File: src/rtl/dnn_vec_register_file.sv
// dnn_vec_register_file: NREG x XLEN register file with two combinational
// scalar read ports, a core write port, a DNN writeback port, and a vector
// read sequencer that streams a contiguous register block, VLANES per beat,
// over valid/ready.
// Optional macro RF_BYPASS_EN: forward same-cycle writes to the scalar reads
// and to beat loads.
module dnn_vec_register_file #(
    parameter  int XLEN   = 32,
    parameter  int NREG   = 32,
    parameter  int VLANES = 2,
    localparam int AW     = $clog2(NREG)
) (
    input  logic                     clk,
    input  logic                     rst,
    input  logic [AW-1:0]            RR1,
    input  logic [AW-1:0]            RR2,
    output logic [XLEN-1:0]          RD1,
    output logic [XLEN-1:0]          RD2,
    input  logic                     RegWrite,
    input  logic [AW-1:0]            WR,
    input  logic [XLEN-1:0]          WD,
    input  logic                     DnnWrite,
    input  logic [AW-1:0]            WR2,
    input  logic [XLEN-1:0]          WDD,
    input  logic                     vec_start,
    input  logic [AW-1:0]            vec_base,
    input  logic [AW:0]              vec_len,
    output logic                     vec_busy,
    output logic                     vec_valid,
    input  logic                     vec_ready,
    output logic [VLANES*XLEN-1:0]   vec_data,
    output logic [VLANES-1:0]        vec_mask,
    output logic                     vec_last
);

    typedef enum logic {
        IDLE,
        STREAM
    } state_t;

    logic [XLEN-1:0]        regs_q [NREG];
    logic [XLEN-1:0]        regs_d [NREG];

    state_t                 state_q, state_d;
    logic [AW-1:0]          ptr_q, ptr_d;
    logic [AW:0]            rem_q, rem_d;
    logic [VLANES*XLEN-1:0] data_q, data_d;
    logic [VLANES-1:0]      mask_q, mask_d;
    logic                   last_q, last_d;

    logic [AW-1:0]          load_ptr;
    logic [AW:0]            load_rem;
    logic [VLANES*XLEN-1:0] beat_data;
    logic [VLANES-1:0]      beat_mask;
    logic                   beat_last;

    // Next register contents: DNN write first so a colliding core write wins;
    // register 0 is pinned to zero.
    always_comb begin
        regs_d = regs_q;
        if (DnnWrite) regs_d[WR2] = WDD;
        if (RegWrite) regs_d[WR]  = WD;
        regs_d[0] = '0;
    end

    // Scalar reads: regs_d already carries same-cycle writes with priority
    // and a zero register 0, so it doubles as the forwarding path.
    always_comb begin
`ifdef RF_BYPASS_EN
        RD1 = regs_d[RR1];
        RD2 = regs_d[RR2];
`else
        RD1 = regs_q[RR1];
        RD2 = regs_q[RR2];
`endif
    end

    // Candidate beat: the first beat of a new block in IDLE, or the beat
    // following the presented one in STREAM.
    always_comb begin
        logic [AW-1:0] lane_addr;
        lane_addr = '0;
        load_ptr  = (state_q == IDLE) ? vec_base : ptr_q + AW'(VLANES);
        load_rem  = (state_q == IDLE) ? vec_len  : rem_q - (AW+1)'(VLANES);
        beat_data = '0;
        beat_mask = '0;
        for (int unsigned i = 0; i < VLANES; i++) begin
            lane_addr = load_ptr + AW'(i);
            if ((AW+1)'(i) < load_rem) begin
                beat_mask[i] = 1'b1;
`ifdef RF_BYPASS_EN
                beat_data[i*XLEN +: XLEN] = regs_d[lane_addr];
`else
                beat_data[i*XLEN +: XLEN] = regs_q[lane_addr];
`endif
            end
        end
        beat_last = (load_rem <= (AW+1)'(VLANES));
    end

    // Sequencer next state: load a beat on start or on a non-last handshake,
    // clear the snapshot when the last beat is taken.
    always_comb begin
        state_d = state_q;
        ptr_d   = ptr_q;
        rem_d   = rem_q;
        data_d  = data_q;
        mask_d  = mask_q;
        last_d  = last_q;
        case (state_q)
            IDLE: begin
                if (vec_start && (vec_len != '0)) begin
                    state_d = STREAM;
                    ptr_d   = load_ptr;
                    rem_d   = load_rem;
                    data_d  = beat_data;
                    mask_d  = beat_mask;
                    last_d  = beat_last;
                end
            end
            STREAM: begin
                if (vec_ready) begin
                    if (last_q) begin
                        state_d = IDLE;
                        data_d  = '0;
                        mask_d  = '0;
                        last_d  = 1'b0;
                    end else begin
                        ptr_d  = load_ptr;
                        rem_d  = load_rem;
                        data_d = beat_data;
                        mask_d = beat_mask;
                        last_d = beat_last;
                    end
                end
            end
            default: state_d = IDLE;
        endcase
    end

    // State registers with synchronous reset.
    always_ff @(posedge clk) begin
        if (rst) begin
            for (int unsigned k = 0; k < NREG; k++) regs_q[k] <= '0;
            state_q <= IDLE;
            ptr_q   <= '0;
            rem_q   <= '0;
            data_q  <= '0;
            mask_q  <= '0;
            last_q  <= 1'b0;
        end else begin
            regs_q  <= regs_d;
            state_q <= state_d;
            ptr_q   <= ptr_d;
            rem_q   <= rem_d;
            data_q  <= data_d;
            mask_q  <= mask_d;
            last_q  <= last_d;
        end
    end

    assign vec_valid = (state_q == STREAM);
    assign vec_busy  = (state_q == STREAM);
    assign vec_data  = data_q;
    assign vec_mask  = mask_q;
    assign vec_last  = last_q;

endmodule

File: config.mk
export PLATFORM = sky130hd
export DESIGN_NAME = dnn_vec_register_file
export DESIGN_NICKNAME = d
export VERILOG_FILES = /design/src/rtl/dnn_vec_register_file.sv
export SDC_FILE = /design/constraint.sdc
export NUM_CORES = 2
export LEC_CHECK = 0
export CELL_PAD_IN_SITES_DETAIL_PLACEMENT = 0
export CELL_PAD_IN_SITES_GLOBAL_PLACEMENT = 1
export CORE_MARGIN = 8
export CORE_UTILIZATION = 25
export DETAILED_ROUTE_END_ITERATION = 7
export GPL_TIMING_DRIVEN = 0
export PLACE_DENSITY_LB_ADDON = 0.1
export SYNTH_ARGS = -nofsm -noshare
export SYNTH_HDL_FRONTEND = slang
export SYNTH_SLANG_ARGS = --single-unit
File: constraint.sdc
create_clock -name clk -period 5.18 [get_ports clk]
set_input_delay 1.036 -clock clk [delete_from_list [all_inputs] [get_ports clk]]
set_output_delay 1.036 -clock clk [all_outputs]
set_load 0.01 [all_outputs]
[Word level (Yosys, flattened, before mapping)]
Cells that the tools add are included.
Operators by class
  add/sub/neg operators: 3
  multiply operators: 0
  divide/modulo/power cells: 0
  order comparisons: 11
  equality and inequality tests: 3
  shift-type cells: 0
  multiplexer cells: 50
  bitwise operators: 7
  reductions and logical operators: 6
Operator list (number)
  $bwmux W1024: 2
  $mux W1024: 1
  $mux W992: 1
  $bmux W32 S5: 4
  $mux W32: 12
  $demux W32 S5: 2
  $mux W64: 3
  $pmux W64 S2: 1
  $ge A6 B6 Y1 const B: 6
  $not A5 Y6: 6
  $mux W6: 4
  $mux W5: 4
  $lt A1 B6 Y1 const A: 2
  $lt A6 B1 Y1 const B: 2
  $pmux W6 S2: 1
  $pmux W5 S2: 1
  $mux W1: 8
  $le A6 B2 Y1 const B: 1
  $mux W2: 3
  $reduce_bool A6 Y1: 1
  $sub A6 B2 Y6 const B: 1
  $add A5 B1 Y5 const B: 1
  $add A5 B2 Y5 const B: 1
  $ne A2 B2 Y1 const B: 2
  other kinds (7): 10
Word-level totals
  register bits: 1103
  latch bits: 0
  memory bits (writable): 0
  bits in read-only memories: 0
  input bits: 101
  output and inout port bits: 133
  memories: 0

[Longest topological paths before layout]
  depth in word-level cells: 11
  mapped depth: 20
  gate-level depth less buffers: 9

[Least setup slack after synthesis]
No wires, ideal clock.
  path type: input to output
  start: input RR1[0]
  end: output RD1[0]
  arrival: 3.305 ns
  data required time: 4.144 ns
  slack: 0.839 ns
  stages on the path: 6
  cell sequence: clkbuf_1 -> clkbuf_1 -> buf_1 -> mux4_2 -> mux4_2 -> mux2_2
On the way
  longest elaborated chain between the ends: 4
RTL lines
  start: declaration: line 15  | input logic [AW-1:0] RR1,
  $not A5 Y6 (not written as such): line 73  | RD1 = regs_q[RR1];
  $bmux W32 S5: line 73
  $mux W32 (not written as such) (2 in a row): line 73
  end: declaration: line 17  | output logic [XLEN-1:0] RD1,
Every way passes these cells. The select of a mux whose other input is x is not followed.

[Final worst setup path]
  start: register ptr_q[1]
  end: register data_q[6], in the netlist vec_data[6]
On the way
  longest elaborated chain between the ends: 10
  elaborated cells on any way between the ends: 11
RTL lines
  start: declaration: line 45  | logic [AW-1:0] ptr_q, ptr_d;
  start signal: assignment: line 154  | ptr_q <= ptr_d;
  $add A5 B2 Y5 *: line 83  | load_ptr = (state_q == IDLE) ? vec_base : ptr_q + AW'(VLANES);
  $mux W5 *: line 83
  $not A5 Y6 (not written as such) *: line 94  | beat_data[i*XLEN +: XLEN] = regs_q[lane_addr];
  $bmux W32 S5 *: line 94
  $mux W32 (not written as such) * (2 in a row): line 94
  $mux W32 *: line 89  | if ((AW+1)'(i) < load_rem) begin
  $mux W64: line 123  | if (last_q) begin
  $mux W64: line 122  | if (vec_ready) begin
  $pmux W64 S2 *: line 110  | case (state_q)
  end signal: assignment: line 156  | data_q <= data_d;
  end: declaration: line 47  | logic [VLANES*XLEN-1:0] data_q, data_d;
Every way passes the cells marked *; elsewhere a longest branch is shown, timed or not. The select of a mux whose other input is x is not followed.
A chain may end at the register's enable or synchronous reset.

==> impl_metrics.json <==
{
  "power.density_nw_per_um2": 279.0,
  "die_h_um": 578.9,
  "hold_buffers": 0,
  "cts_buffers": 155,
  "p_leak_nw": 31.36,
  "worstMarginPinSlew_ns": 1.708,
  "fin_crit_ns": 5.380,
  "portBuffers": 217,
  "num_io_pins": 234,
  "finalWorstSetupSlack_ns": -0.1995,
  "grt_pass1_vias": 74840,
  "synth.avg_cell_area_um2": 9.964,
  "status": "complete, but fails checks",
  "cts_buffer_depth": 4,
  "die_area_um2": 335100,
  "dp_hpwl_um": 487700,
  "drive_gt1_share_pct": 19.70,
  "netlist_area_um2": 79210,
  "routabilityCongestion": 1.050,
  "hold_path.class": "reg2reg",
  "slowest_delay_ns": 1.40,
  "ys_seq_area_share_pct": 27.07,
  "core_area_um2": 315200,
  "ys_ff_latch": 1071,
  "crit_slowest_cell": "a2111oi_0",
  "final_hold_viol_count": 0,
  "clk_pin_slew_worst_paths_ns": 0.07,
  "fmax_ghz": 0.1859,
  "cp.required_ns": 5.96,
  "viasPerCell": 6.198,
  "instances_no_fill": 12670,
  "synthArstFlopShare_pct": 0,
  "detail-route-antenna-nets": 0,
  "yosysWarnings": 0,
  "drcViolationCount": 0,
  "pre_cts_ws_ns": -3.977,
  "root_buffer": "clkbuf_16",
  "fin_nets": 8463,
  "globalRouteOverflowTotal": 0,
  "endpoint_kind": "register",
  "grt_pass1_wl_um": 740500,
  "postLayoutCoreUtil_pct": 29.69,
  "rows": 206,
  "drtIter0Drc": 10570,
  "synth-edff-count": 0,
  "vdd_ir_drop_max_mv": 0.2158,
  "clk_latency_ns": 0.89,
  "worstPathCellList": "ha_1 -> mux2i_4 -> clkbuf_1 -> nand2_1 -> and3_1 -> a2111oi_0 -> o31ai_1 -> a221oi_1",
  "grt_antenna_before_repair": 66,
  "initial_core_util_pct": 25.13,
  "first_pass_iters": 8,
  "avgRoutedWirePerCell_um": 45.69,
  "maxSlewViolCount": 25,
  "syn2layout_area_growth_pct": 18.14,
  "maxCapViolCount": 6,
  "die_w_um": 578.9,
  "layout_common_cells": "mux2i_1, dfxtp_1, nor2_1",
  "critPathLaunchType": "register",
  "worst-setup-path-type": "reg2reg",
  "final_common_cell": "mux2i_1",
  "vias": 78510,
  "timing.final.crit_share_pct": 103.9,
  "worst_clock_skew_ns": 0.05175,
  "crit_arrival_ns": 6.16,
  "setup_viol": 23,
  "synth_ff_type": "dfxtp_1",
  "cts.htree.levels": 4,
  "rsz0062_at_grt": "no",
  "cp_max_fo": 10,
  "synth_cells": 7950,
  "syn-num-nets": 8054,
  "grt_use_total_pct": 33.07,
  "grt_max_degree": 29,
  "cts.sinks": 1071,
  "tns_ns": -0.9157,
  "routed_wl_um": 578800,
  "timing.slew.headroom_pct": -16.81,
  "violations": "capacitance limit, slew limit, setup timing",
  "post_dp_cell_area_um2": 87490,
  "ys_types": 62,
  "cts_tree": "built",
  "placed_cells": 12370,
  "postLayoutCellArea_um2": 93590
}
-- logic make-up (layout without fill, tap and decap cells) --
| kind of cell | after synthesis | after routing | synth area share, % |
|---|---|---|---|
| other | 0 | 36 | 0 |
| adders and majority gates | 3 | 3 | 0.04739 |
| AOI/OAI and AO/OA | 1628 | 1628 | 15.31 |
| buffers and inverters | 1047 | 1569 | 5.271 |
| DFF | 1071 | 1071 | 27.07 |
| and+or+nand+nor | 2035 | 2035 | 10.51 |
| muxes | 2158 | 2158 | 41.68 |
| xor gates and xnor gates | 8 | 8 | 0.1169 |
-- power by group --
part	total (mW)	switching [mW]	internal [mW]
Combinational	6.19	4.44	1.75
Sequential	8.75	0.327	8.42
Clock	11.2	4.74	6.43
Total	26.1	9.51	16.6
-- area by class of cell --
| class | count | area, um2 |
|---|---|---|
| plain buffers | 1032 | 4825 |
| flip-flops and latches | 1071 | 21440 |
| clock inverters | 42 | 493.0 |
| well taps | 4160 | 5205 |
| repair buffers | 259 | 2864 |
| multi-input cells | 5832 | 54120 |
| diodes | 36 | 90.09 |
| clock buffers | 228 | 4516 |
| inverters | 8 | 30.03 |
| fillers | 32710 | 221600 |
-- cell usage after synthesis, drive strengths merged (73+ instances only) --
cell type	count	area [um2]
nand3	133	665.6
a311oi	129	1130
nand2	755	2834
a21oi	221	1106
clkbuf	802	3012
a22oi	75	563.0
a22o	86	753.2
buf	237	1134
a2111oi	73	645.6
mux2i	1119	11230
a211oi	870	6531
mux2	143	1610
mux4	896	20180
nor2	1029	3867
dfxtp	1071	21440
-- repair_timing --
item,4_1_cts,5_1_grt
resized for setup,359,50
setup buffers,2,0
endpoints found under the setup margin,125,75
pin swaps,0,0
cloned,0,0
-- critical path, delay by kind of cell (launching register included) --
kind            cells  cell delay, ns
mux                 1            0.80
fa+ha+maj           1            0.39
flops               1            0.47
simple gates        2            0.31
compound gates      3            2.20
buf+inv             1            1.05
-- metal layers --
metal  vias to the layer above  track usage, %  part of all wire, %
li1                      31580               -                    -
met1                     41100           42.42                   40
met2                      4869           50.11                   43
met3                       940           10.59                   11
met4                        24           16.12                  5.8
met5                         -               0                0.092
-- flip-flops by register name, summed over array words and instances (netlist names) --
name      flops
rem_q         6
vec_last      1
vec_mask      2
ptr_q         5
vec_busy      1
vec_data     64
regs_q      992
-- path summary, 6_finish.rpt --
| kind | startpoint | endpoint | slack [ns] | cells past startpoint |
|---|---|---|---|---|
| hold / removal | vec_mask[0] | vec_mask[0] | 0.46 | 2 |
| setup reg to reg | ptr_q[1] | vec_data[6] | -0.20 | 8 |
| setup / recovery | ptr_q[1] | vec_data[6] | -0.20 | 8 |
| hold reg to reg | vec_mask[0] | vec_mask[0] | 0.46 | 2 |
-- per-stage QoR --
step	hold WS (ns)	power, mW
after floorplan	0.4407	11.62
after global placement	0.4510	14.68
after detailed placement	0.4573	14.79
after CTS	0.4655	26.06
after global routing	0.4998	26.47
final	0.4568	26.11
(Power assumes the default switching activity.)
